`src/rtl/pmp_merge_pkg.sv`:
```
// Shared types and widths for the PMP merge scheduler.
package pmp_merge_pkg;

  localparam int PMP_HALF_W = 32;
  localparam int PMP_WORD_W = 64;

  typedef enum logic [1:0] {
    ST_IDLE    = 2'd0,
    ST_COLLECT = 2'd1,
    ST_SEND    = 2'd2
  } pmp_state_e;

endpackage

```
`src/rtl/pmp_rr_arb.sv`:
```
// Combinational round-robin arbiter: first requester at or above ptr_i, wrapping at NUM_REQ.
module pmp_rr_arb #(
  parameter int NUM_REQ = 2,
  parameter int IDX_W   = $clog2(NUM_REQ)
) (
  input  logic [NUM_REQ-1:0] req_i,
  input  logic [IDX_W-1:0]   ptr_i,
  output logic [NUM_REQ-1:0] grant_o,
  output logic [IDX_W-1:0]   idx_o,
  output logic               any_o
);

  logic [2*NUM_REQ-1:0] dbl;
  logic [NUM_REQ-1:0]   rot;
  logic [IDX_W:0]       off;
  logic [IDX_W:0]       sum;

  // Rotating a doubled copy puts the pointer at bit 0, so the lowest set bit is the winner.
  always_comb begin
    dbl = {req_i, req_i} >> ptr_i;
    rot = dbl[NUM_REQ-1:0];
    off = '0;
    for (int i = NUM_REQ - 1; i >= 0; i--) begin
      if (rot[i]) off = (IDX_W+1)'(i);
    end
    sum = {1'b0, ptr_i} + off;
    if (sum >= (IDX_W+1)'(NUM_REQ)) sum = sum - (IDX_W+1)'(NUM_REQ);
    any_o   = |req_i;
    idx_o   = sum[IDX_W-1:0];
    grant_o = any_o ? (NUM_REQ'(1) << idx_o) : '0;
  end

endmodule

```
`src/rtl/pmp_merge_sched.sv`:
```
// Shares one 64-bit PMP merge buffer between NUM_REQ requesters: lock an owner, pair {hi,lo}, issue downstream.
// Handshake: a transfer happens on a cycle where valid and ready are both high; the sender holds its payload until then.
module pmp_merge_sched import pmp_merge_pkg::*; #(
  parameter int NUM_REQ = 2,
  parameter int TIMEOUT = 16,
  parameter int IDX_W   = $clog2(NUM_REQ)
) (
  input  logic                            clk,
  input  logic                            rst,
  input  logic [NUM_REQ-1:0]              i_valid,
  input  logic [NUM_REQ-1:0]              i_hi,
  input  logic [NUM_REQ*PMP_HALF_W-1:0]   i_data_32,
  output logic [NUM_REQ-1:0]              o_ready,
  output logic                            o_valid,
  output logic [PMP_WORD_W-1:0]           o_data_64,
  output logic [IDX_W-1:0]                o_src,
  input  logic                            i_ready,
  output logic                            o_busy,
  output logic                            o_timeout
);

  localparam int TMR_W = (TIMEOUT > 0) ? $clog2(TIMEOUT + 1) : 1;

  pmp_state_e            state_q, state_d;
  logic [IDX_W-1:0]      ptr_q, ptr_d;
  logic [IDX_W-1:0]      owner_q, owner_d;
  logic                  have_lo_q, have_lo_d;
  logic                  have_hi_q, have_hi_d;
  logic [TMR_W-1:0]      timer_q, timer_d;
  logic [PMP_WORD_W-1:0] buf_q, buf_d;
  logic                  tmo_q, tmo_d;

  logic [NUM_REQ-1:0]    gnt_vec;
  logic [IDX_W-1:0]      gnt_idx;
  logic                  gnt_any;
  logic [IDX_W-1:0]      sel;
  logic                  sel_hi;
  logic [PMP_HALF_W-1:0] sel_data;
  logic                  acc;
  logic [IDX_W-1:0]      owner_nxt;

  pmp_rr_arb #(.NUM_REQ(NUM_REQ), .IDX_W(IDX_W)) u_arb (
    .req_i   (i_valid),
    .ptr_i   (ptr_q),
    .grant_o (gnt_vec),
    .idx_o   (gnt_idx),
    .any_o   (gnt_any)
  );

  always_comb begin
    o_ready = '0;
    case (state_q)
      ST_IDLE:    o_ready = gnt_vec;
      ST_COLLECT: o_ready = NUM_REQ'(1) << owner_q;
      default:    o_ready = '0;
    endcase
  end

  always_comb begin
    sel      = (state_q == ST_IDLE) ? gnt_idx : owner_q;
    sel_hi   = 1'b0;
    sel_data = '0;
    for (int k = 0; k < NUM_REQ; k++) begin
      if (sel == IDX_W'(k)) begin
        sel_hi   = i_hi[k];
        sel_data = i_data_32[k*PMP_HALF_W +: PMP_HALF_W];
      end
    end
    acc       = gnt_any && |(i_valid & o_ready);
    owner_nxt = (owner_q == IDX_W'(NUM_REQ - 1)) ? '0 : owner_q + 1'b1;
  end

  always_comb begin
    state_d   = state_q;
    ptr_d     = ptr_q;
    owner_d   = owner_q;
    have_lo_d = have_lo_q;
    have_hi_d = have_hi_q;
    timer_d   = timer_q;
    buf_d     = buf_q;
    tmo_d     = 1'b0;

    if (acc) begin
      if (sel_hi) buf_d[PMP_WORD_W-1:PMP_HALF_W] = sel_data;
      else        buf_d[PMP_HALF_W-1:0]          = sel_data;
    end

    case (state_q)
      ST_IDLE: begin
        if (acc) begin
          owner_d   = gnt_idx;
          have_lo_d = ~sel_hi;
          have_hi_d = sel_hi;
          timer_d   = '0;
          state_d   = ST_COLLECT;
        end
      end
      ST_COLLECT: begin
        // A repeated half overwrites the held one and restarts the abandonment timer.
        if (acc) begin
          timer_d = '0;
          if (sel_hi) have_hi_d = 1'b1;
          else        have_lo_d = 1'b1;
          if (have_lo_d && have_hi_d) state_d = ST_SEND;
        end else if (TIMEOUT != 0 && timer_q == TMR_W'(TIMEOUT - 1)) begin
          tmo_d     = 1'b1;
          have_lo_d = 1'b0;
          have_hi_d = 1'b0;
          timer_d   = '0;
          ptr_d     = owner_nxt;
          state_d   = ST_IDLE;
        end else begin
          timer_d = timer_q + 1'b1;
        end
      end
      ST_SEND: begin
        if (i_ready) begin
          ptr_d     = owner_nxt;
          have_lo_d = 1'b0;
          have_hi_d = 1'b0;
          state_d   = ST_IDLE;
        end
      end
      default: state_d = ST_IDLE;
    endcase
  end

  always_ff @(posedge clk) begin
    if (rst) begin
      state_q   <= ST_IDLE;
      ptr_q     <= '0;
      owner_q   <= '0;
      have_lo_q <= 1'b0;
      have_hi_q <= 1'b0;
      timer_q   <= '0;
      buf_q     <= '0;
      tmo_q     <= 1'b0;
    end else begin
      state_q   <= state_d;
      ptr_q     <= ptr_d;
      owner_q   <= owner_d;
      have_lo_q <= have_lo_d;
      have_hi_q <= have_hi_d;
      timer_q   <= timer_d;
      buf_q     <= buf_d;
      tmo_q     <= tmo_d;
    end
  end

  assign o_valid   = (state_q == ST_SEND);
  assign o_data_64 = buf_q;
  assign o_src     = owner_q;
  assign o_busy    = (state_q != ST_IDLE);
  assign o_timeout = tmo_q;

endmodule

```
`config.mk`:
```
export PLATFORM = sky130hd
export DESIGN_NAME = pmp_merge_sched
export DESIGN_NICKNAME = d
export VERILOG_FILES = /design/src/rtl/pmp_merge_pkg.sv /design/src/rtl/pmp_rr_arb.sv /design/src/rtl/pmp_merge_sched.sv
export SDC_FILE = /design/constraint.sdc
export NUM_CORES = 1
export LEC_CHECK = 0
export ABC_AREA = 0
export CAP_MARGIN = 20
export CORE_AREA = 5 5 91 93
export CTS_BUF_LIST = sky130_fd_sc_hd__clkbuf_2 sky130_fd_sc_hd__clkbuf_4 sky130_fd_sc_hd__clkbuf_8
export CTS_CLUSTER_DIAMETER = 40
export DETAILED_ROUTE_END_ITERATION = 16
export DIE_AREA = 0 0 96 98
export PLACE_DENSITY = 0.95
export SETUP_SLACK_MARGIN = 0.4
export SYNTH_ARGS = -nofsm -noshare
export SYNTH_HDL_FRONTEND = slang
export SYNTH_HIERARCHICAL = 1
export SYNTH_SLANG_ARGS = --single-unit
```
`constraint.sdc`:
```
create_clock -name clk -period 5.55 [get_ports clk]
set_clock_uncertainty 0.15 [all_clocks]
set_input_delay 1.11 -clock clk [delete_from_list [all_inputs] [get_ports clk]]
set_output_delay 1.11 -clock clk [all_outputs]
set_load 0.05 [all_outputs]
```
==> results.cfg <==
[worst_setup_path]
crit_path_max_incr_delay_ns = 0.82
cp-end-kind = output port
path_class = input pin to output port
crit_fanout = 7
cpMostUsedCell = clkdlybuf4s50_1
slowest_stage = clkdlybuf4s50_1
arrival_ns = 3.11
start_kind = input pin
r2r_cells = 8
crit_chain = clkdlybuf4s50_1 > a21boi_1 > a22o_1 > nor2b_1 > clkdlybuf4s50_1
cp.required_ns = 4.29

[pwr]
p_leak_nw = 1.88
internal_power_mw = 1.30
p_sw_frac = 0.445
combPwrFrac = 0.514
clkPwrFrac = 0.177
power_frac_seq = 0.310
p_switching_mw = 1.04
p_per_area_mw_per_mm2 = 473
ir_drop_uv = 272

[outcome]
status = finished, final reports clean

[global_route]
antenna_found_initial = 0
grt-ovfl-total = 0
grt_usage = 0.200
grt_max_degree = 75
grt_pass1_vias = 3167
grt_pass1_wl_um = 14900

[clock_network]
hold_buffers = 0
htree_levels = 3
post_cts_resized = 0
cts_root_buf = clkbuf_8
cts_tree = built
cts_buffers = 9
post_cts_buffers = 0
clockBufferDepth = 2
clk_latency_ns = 0.33
clk_pin_slew_ns = 0.08
clkSinkCount = 76

[yosys]
syn_area_per_cell_um2 = 9.44
synth_flop_cell = dfxtp_1
synth_area_mm2 = 0.00334
synth_warnings = 6
synthDistinctLibCells = 41
yosysSeqAreaShare = 0.455
yosys.area.top_type = dfxtp_1
synthCells = 354
syn_nets = 432
synth-seq-cells = 76
yosysTopAreaCellShare = 0.455
yosys-top-cells-area = dfxtp_1 (46%), a211oi_1 (15%), mux2i_1 (10%)
synth_edf_count = 0
synthArstFlopShare = 0
synthTopCellsByCount = dfxtp_1 (76), nor2_1 (76), a211oi_1 (65), mux2i_1 (35), clkbuf_1 (14)

[floorplan]
dieWidth_um = 96
num_rows = 32
initial_core_util = 0.449
num_io_pins = 141
coreArea_mm2 = 0.00745
die_y_um = 98
die_area_mm2 = 0.00941

[placed_design]
place_worst_setup_slack_ns = 1.19
dp_hpwl_um = 7080
gp_congestion = 0.874
io_buffers = 140

[layout]
finish.net_count = 562
drive_above_1_share = 0.0552
syn_to_final_growth_pct = 48.7
n_antenna_cell = 0

[detailed_routing]
dr.pass1.iters = 4
dr_total_vias = 3125
vias_per_cell = 5.29
drt-initial-drc-count = 72
final_antenna_net_count = 0
wl_per_cell_um = 15.8
route.detailed.drc = 0
wl_um = 9340

[min_path]
whs_path_depth = 2
holdCritPathClass = flip-flop to flip-flop

[timing]
slew_headroom = 0.490
drv_slew = 0
setup_ws_ns = 1.18
timing.fmax_ghz = 0.229
setup_viol = 0
worst_pin_slew_ns = 0.749
fin_setup_tns_ns = 0
finalCriticalPeriod_ns = 4.37
finalCritPeriodShare = 0.787
finalHoldViolCount = 0
rsz0062_at_grt = no

[job]
drv_cap = 0
[power by group through the flow]
stage	sequential, mW	combinational [mW]	clock, mW
final	0.727	1.21	0.415
after global routing	0.740	1.29	0.452
after CTS	0.726	1.21	0.424
after detailed placement	0.737	1.21	0
after global placement	0.732	1.18	0
after floorplan	1.08	0.499	0
[area by class of cell]
type	instances	area, um2
inverter	8	30.0
clock inverter	6	61.3
fill	617	2480
sequential	76	1520
tap	102	128
clock buffer	10	138
multi-input combinational	244	1660
timing repair buffer	145	1430
[registers in the layout, summed over array words and instances, names as in the netlist]
signal	flops
o_data_64	64
timer_q	5
state_q	2
have_hi_q	1
have_lo_q	1
o_src	1
o_timeout	1
ptr_q	1
[stage by stage]
step	util	instances	instance area (um2)	hold slack, ns	total power [mW]
CTS	0.667	591	4970	0.351	2.36
global placement	0.640	575	4770	0.321	1.91
detailed placement	0.640	575	4770	0.339	1.95
global route	0.667	591	4970	0.369	2.48
finish	0.667	591	4970	0.350	2.35
floorplan	-	354	3340	0.307	1.58
[placed cells by master (no fill, tap or decap), types with 2 or more instances in the layout]
master,netlist,layout
clkdlybuf4s50_1,0,139
nor2_1,76,76
dfxtp_1,76,76
a211oi_1,65,65
mux2i_1,35,35
clkbuf_8,0,10
nand2_1,9,9
inv_1,8,8
ha_1,7,7
a21oi_1,6,6
nand3_1,5,5
buf_4,1,5
nor2b_1,3,3
o21ai_0,3,3
clkinv_2,0,3
nand2b_1,2,2
a211oi_4,2,2
and3_1,2,2
nand4b_1,2,2
o31ai_1,2,2
or3_1,2,2
o32ai_1,2,2
a32oi_1,2,2
nand4_1,2,2
[metal layers]
metal	GRT usage	vias up	wire length (um)
met1	0.226	1451	3660
met5	0	-	0
met2	0.348	111	4860
met4	0.0864	0	218
met3	0.0516	18	605
li1	-	1545	-
[cells by family after synthesis]
| group | Yosys count | share of synthesized area |
|---|---|---|
| compound gates | 95 | 0.221 |
| fa+ha+maj | 7 | 0.0262 |
| buf+inv | 34 | 0.0491 |
| flops | 76 | 0.455 |
| mux | 37 | 0.116 |
| simple gates | 105 | 0.132 |
[worst max-delay path: cells and delay by family]
family / cells / cell delay [ns]
compound gates: 2 / 0.43
buf+inv: 2 / 1.40
simple gates: 1 / 0.15
[final timing paths]
path,start,end,slack (ns)
max,i_valid[1],o_ready[1],1.18
min,o_data_64[30],o_data_64[30],0.35
max reg2reg,state_q[1],o_data_64[31],2.18
min reg2reg,o_data_64[30],o_data_64[30],0.35
Note: power is estimated with default switching activity, not from simulation.
==> edit 1: new RTL, same flow settings <==
Set the parameter `TIMEOUT` to 64 (it was 16).
--- a/src/rtl/pmp_merge_sched.sv
+++ b/src/rtl/pmp_merge_sched.sv
@@ -4,3 +4,3 @@
   parameter int NUM_REQ = 2,
-  parameter int TIMEOUT = 16,
+  parameter int TIMEOUT = 64,
   parameter int IDX_W   = $clog2(NUM_REQ)
Formal check against the unedited RTL: same outputs for any inputs over 4 cycles, from zero or initial values and one cycle with rst high; that may be too few to reach the edited logic, so the function may still have changed.
==> edit 1 against the original RTL <==
  * Die area unchanged
  * Sequential share of layout area is 0.62 points lower
  * Worst setup slack gained 5.4 ps
  * Synthesized cell count is 5.6% higher
  * Register-to-register slack gained 260 ps
  * Total power increased by 2.4%
  * Largest cell class unchanged
  * Hold slack got worse by 13 ps
  * Sequential cell count increased by 2
  * Design area up 4.8%
  * Synthesized area is 5.5% higher
  * Routed wire length rose by 19%
  * Fmax rose by 0.12%
  * Critical endpoint is now o_ready[0]
  * First-iteration DRC count rose by 97%
==> edit 1: results (changes against the original RTL) <==
* Outcome: completed
* 1st-pass router iterations at 5 (+1)
* IR Drop Worst-Case VDD at 0.217 mV (-20%)
* Wl on met1 at 4.43 mm (+21%)
* Metal2 WL at 5.83 mm (+20%)
* Fin cells at 606 (+2.5%)
* Total placed cells including tap cells at 589 (+2.4%)
* Critical path's top delay family: buffers and inverters
* # port buffers at 140 (unchanged)
* Vias in the first global route at 3680 (+16%)
* GPL Wtd Cong at 0.853 (-2.3%)
* Post-synthesis net count at 452 (+4.6%)
* Critical path's largest stage delay at 830 ps
* Place WS at 1220 ps (+29.4 ps)
* Yosys warning count at 6 (unchanged)
* Synth async-reset ratio at 0% (unchanged)
* Largest register FFs at 64 (unchanged)
* Ant diodes at 0 (unchanged)
* WL met3 at 699 um (+16%)
* Crit-path max FO at 6 (-1)
* First-pass GRT wire length at 17.6 mm (+18%)
* Largest net degree at the start of global routing at 75 (unchanged)
* Starting DRC count in detailed routing at 142 (+97%)
* HPWL Detailed at 7.67 mm (+8.4%)
* Top sig layer: met4
* GRT Util Overall at 23.5% (+3.5 points)
* Layout cells sized above 1 at 6.75% (+1.2 points)
* WL/cell at 18.4 um (+16%)
* Post-Synthesis Cells at 374 (+5.6%)
* CTS max path bufs at 2 (unchanged)
* Sequential area share after synthesis at 44.3% (-1.3 points)
* Final nets at 577 (+2.7%)
* Drt via density at 5.88 (+11%)
* Static Leakage at 0.00192 uW (+2.2%)
* Slew HR at 47.4% (-1.6 points)
* Largest cells by area after synthesis: dfxtp_1, a211oi_1, a21oi_1
* Synth cell count leaders: dfxtp_1, a21oi_1, a211oi_1
* Worst Path Arrival at 3100 ps (about the same)
==> edit 1: changes by cell type after synthesis, sizes merged, moves of 3 or more <==
cell / delta
a21oi: +66
and2: +3
buf: +4
clkbuf: +3
nand2: -4
nand2b: +6
nor2: -65
or3: +3
==> edit 1: metal layers <==
metal  GRT usage [%]  vias to the layer above
li1                -                     1667
met1            27.4                     1719
met2            40.5                      158
met3            5.16                       20
met4            10.2                        0
met5               0                        -
==> edit 1: path summary, 6_finish.rpt <==
| check | to | start | slack [ps] | cells past startpoint |
|---|---|---|---|---|
| setup / recovery | o_ready[0] | i_valid[0] | 1190 | 5 |
| setup reg to reg | state_q[0]$_SDFFE_PP0P_ | state_q[1]$_SDFFE_PP0P_ | 2440 | 7 |
| hold reg to reg | timer_q[6]$_SDFFE_PP0P_ | timer_q[6]$_SDFFE_PP0P_ | 340 | 2 |
| hold / removal | timer_q[6]$_SDFFE_PP0P_ | timer_q[6]$_SDFFE_PP0P_ | 340 | 2 |
==> edit 1: layout make-up <==
type | instances | area (um^2)
multi-input cells | 257 | 1810
inverters | 6 | 22.5
flip-flops and latches | 78 | 1560
clock inverters | 3 | 42.5
well taps | 102 | 128
clock buffers | 13 | 166
fillers | 566 | 2240
repair buffers | 147 | 1470
==> edit 1: worst min-delay path, stage by stage (launching register included) <==
cell      delay [ps]
dfxtp_1          320
nand2b_1          80
a21oi_1           40
==> edit 1: cell families (layout without fill, tap and decap cells) <==
kind of cell	Yosys count	in the layout	synth area share [%]
flip-flops	78	78	44.3
AND/OR/NAND/NOR	52	52	8.20
buffers and inverters	39	169	4.68
AO/OA/AOI/OAI	161	161	29.3
adder cells (fa/ha/maj)	7	7	2.48
multiplexers	37	37	11.0
==> edit 1: per-stage QoR <==
step,total power (uW),instance area [um^2]
CTS,2390,5180
floorplan,1560,3530
global route,2510,5200
detailed placement,1950,4970
finish,2400,5200
global placement,1910,4970
==> edit 1: power by group <==
| part | internal, uW | total, uW | switching, uW |
|---|---|---|---|
| clock network | 242 | 444 | 202 |
| registers | 667 | 734 | 67.2 |
| logic | 430 | 1230 | 795 |
| total | 1340 | 2400 | 1060 |
==> edit 2: new RTL, same settings <==
Made on the original files. Reset style: asynchronous (`rst`), changed in one clocked block.
--- a/src/rtl/pmp_merge_sched.sv
+++ b/src/rtl/pmp_merge_sched.sv
@@ -127,3 +127,3 @@
 
-  always_ff @(posedge clk) begin
+  always_ff @(posedge clk or posedge rst) begin
     if (rst) begin
Formal check against the unedited RTL: differs if rst is asserted again (counterexample within 4 cycles, from zero or initial values and one cycle with rst high); with rst held inactive, the same outputs for 4 cycles.
==> edit 2 against the original RTL <==
  * Routed wire length shrank 2.1%
  * Combinational power grew 82%
  * Design area grew 3.9%
  * Cell count shrank 2.5%
  * Critical endpoint is now o_ready[0]
  * Global-route usage grew 0.27 points
  * Largest power group unchanged
  * Synthesized area grew 2.5%
  * Worst setup slack gained 160 ps
  * Sequential cell count is the same
  * Total power grew 54%
==> edit 2: results (changes against the original RTL) <==
* Footprint of the multi-input gates at 0.00143 mm^2 (-13%)
* Clk cell area share at 4.36% (+0.36 points)
* R2R cell count at 9 (+1)
* GPL Wtd Cong at 0.824 (-5.7%)
* Routed wire length at 9.14 mm (-2.1%)
* Sequential area share after synthesis at 55.6% (+10 points)
* Slew @ Worst Pin at 773 ps (+24.5 ps)
* Outcome: completed
* Static Leakage at 0.00230 uW (+23%)
* Hold path startpoint: o_data_64[24]$_DFFE_PP0P_
* WHS at 331 ps (-18.6 ps)
* Drt via density at 5.12 (-3.1%)
* Reg-to-Reg Start: state_q[1]$_DFFE_PP0P_
* Adder-Cell Fraction of Synth Area at 2.56% (-0.063 points)
* WL met3 at 640 um (+5.8%)
* Met1 Use GR at 23.0% (+0.35 points)
* Met3 GRT Util at 5.70% (+0.54 points)
* Place WS at 1360 ps (+171 ps)
* Final nets at 547 (-2.7%)
* Count of multi-input gates at 228 (-6.6%)
* Post-Synthesis Cells at 330 (-6.8%)
* Crit-path max FO at 4 (-3)
* First-pass GRT wire length at 15.0 mm (+0.56%)
* # fillers at 578 (-6.3%)
* GRT Util Overall at 20.3% (+0.27 points)
* Synth Area in Compound Gates at 15.9% (-6.2 points)
* NonClk Buf Share at 27.9% (-0.99 points)
* Synth area leader: dfrtp_1
* IR Drop Worst-Case VDD at 0.432 mV (+59%)
* Largest cells by area after synthesis: dfrtp_1, mux2i_1, o21ai_0
* Area grow syn2layout at 50.8%
* Layout cells sized above 1 at 6.96% (+1.4 points)
* Multiplexer area fraction after synthesis at 11.9% (+0.27 points)
* Synth async-reset ratio at 100% (+100 points)
* Vias in the first global route at 3186 (+0.60%)
* HPWL Detailed at 7.01 mm (-0.94%)
* Post-synthesis net count at 408 (-5.6%)
* Metal2 WL at 4.88 mm (+0.41%)
* Placed inst area at 0.00494 mm^2 (+3.5%)
* WL/cell at 15.9 um (+0.42%)
-- edit 2: how the worst max path moves through the flow --
stage | depth (start not counted) | startpoint | endpoint | slack, ps
final | 5 | i_valid[0] | o_ready[0] | 1350
after global routing | 5 | i_valid[1] | o_ready[1] | 1280
after CTS | 5 | i_valid[0] | o_ready[0] | 1360
after detailed placement | 5 | i_valid[0] | o_ready[0] | 1360
after global placement | 5 | i_valid[0] | o_ready[0] | 1400
after floorplan | 3 | i_valid[0] | o_ready[0] | 2130
-- edit 2: tightest hold or removal path, delay by kind of cell (launching register included) --
family / cells / cell delay [ps]
AND/OR/NAND/NOR: 1 / 50
AO/OA/AOI/OAI: 1 / 60
flip-flops: 1 / 350
-- edit 2: report_power, final --
group / switching (uW) / leakage (uW) / internal [uW]
Clock: 202 / 0.000105 / 265
Combinational: 1450 / 0.00124 / 745
Sequential: 151 / 0.000955 / 804
Total: 1810 / 0.00230 / 1810
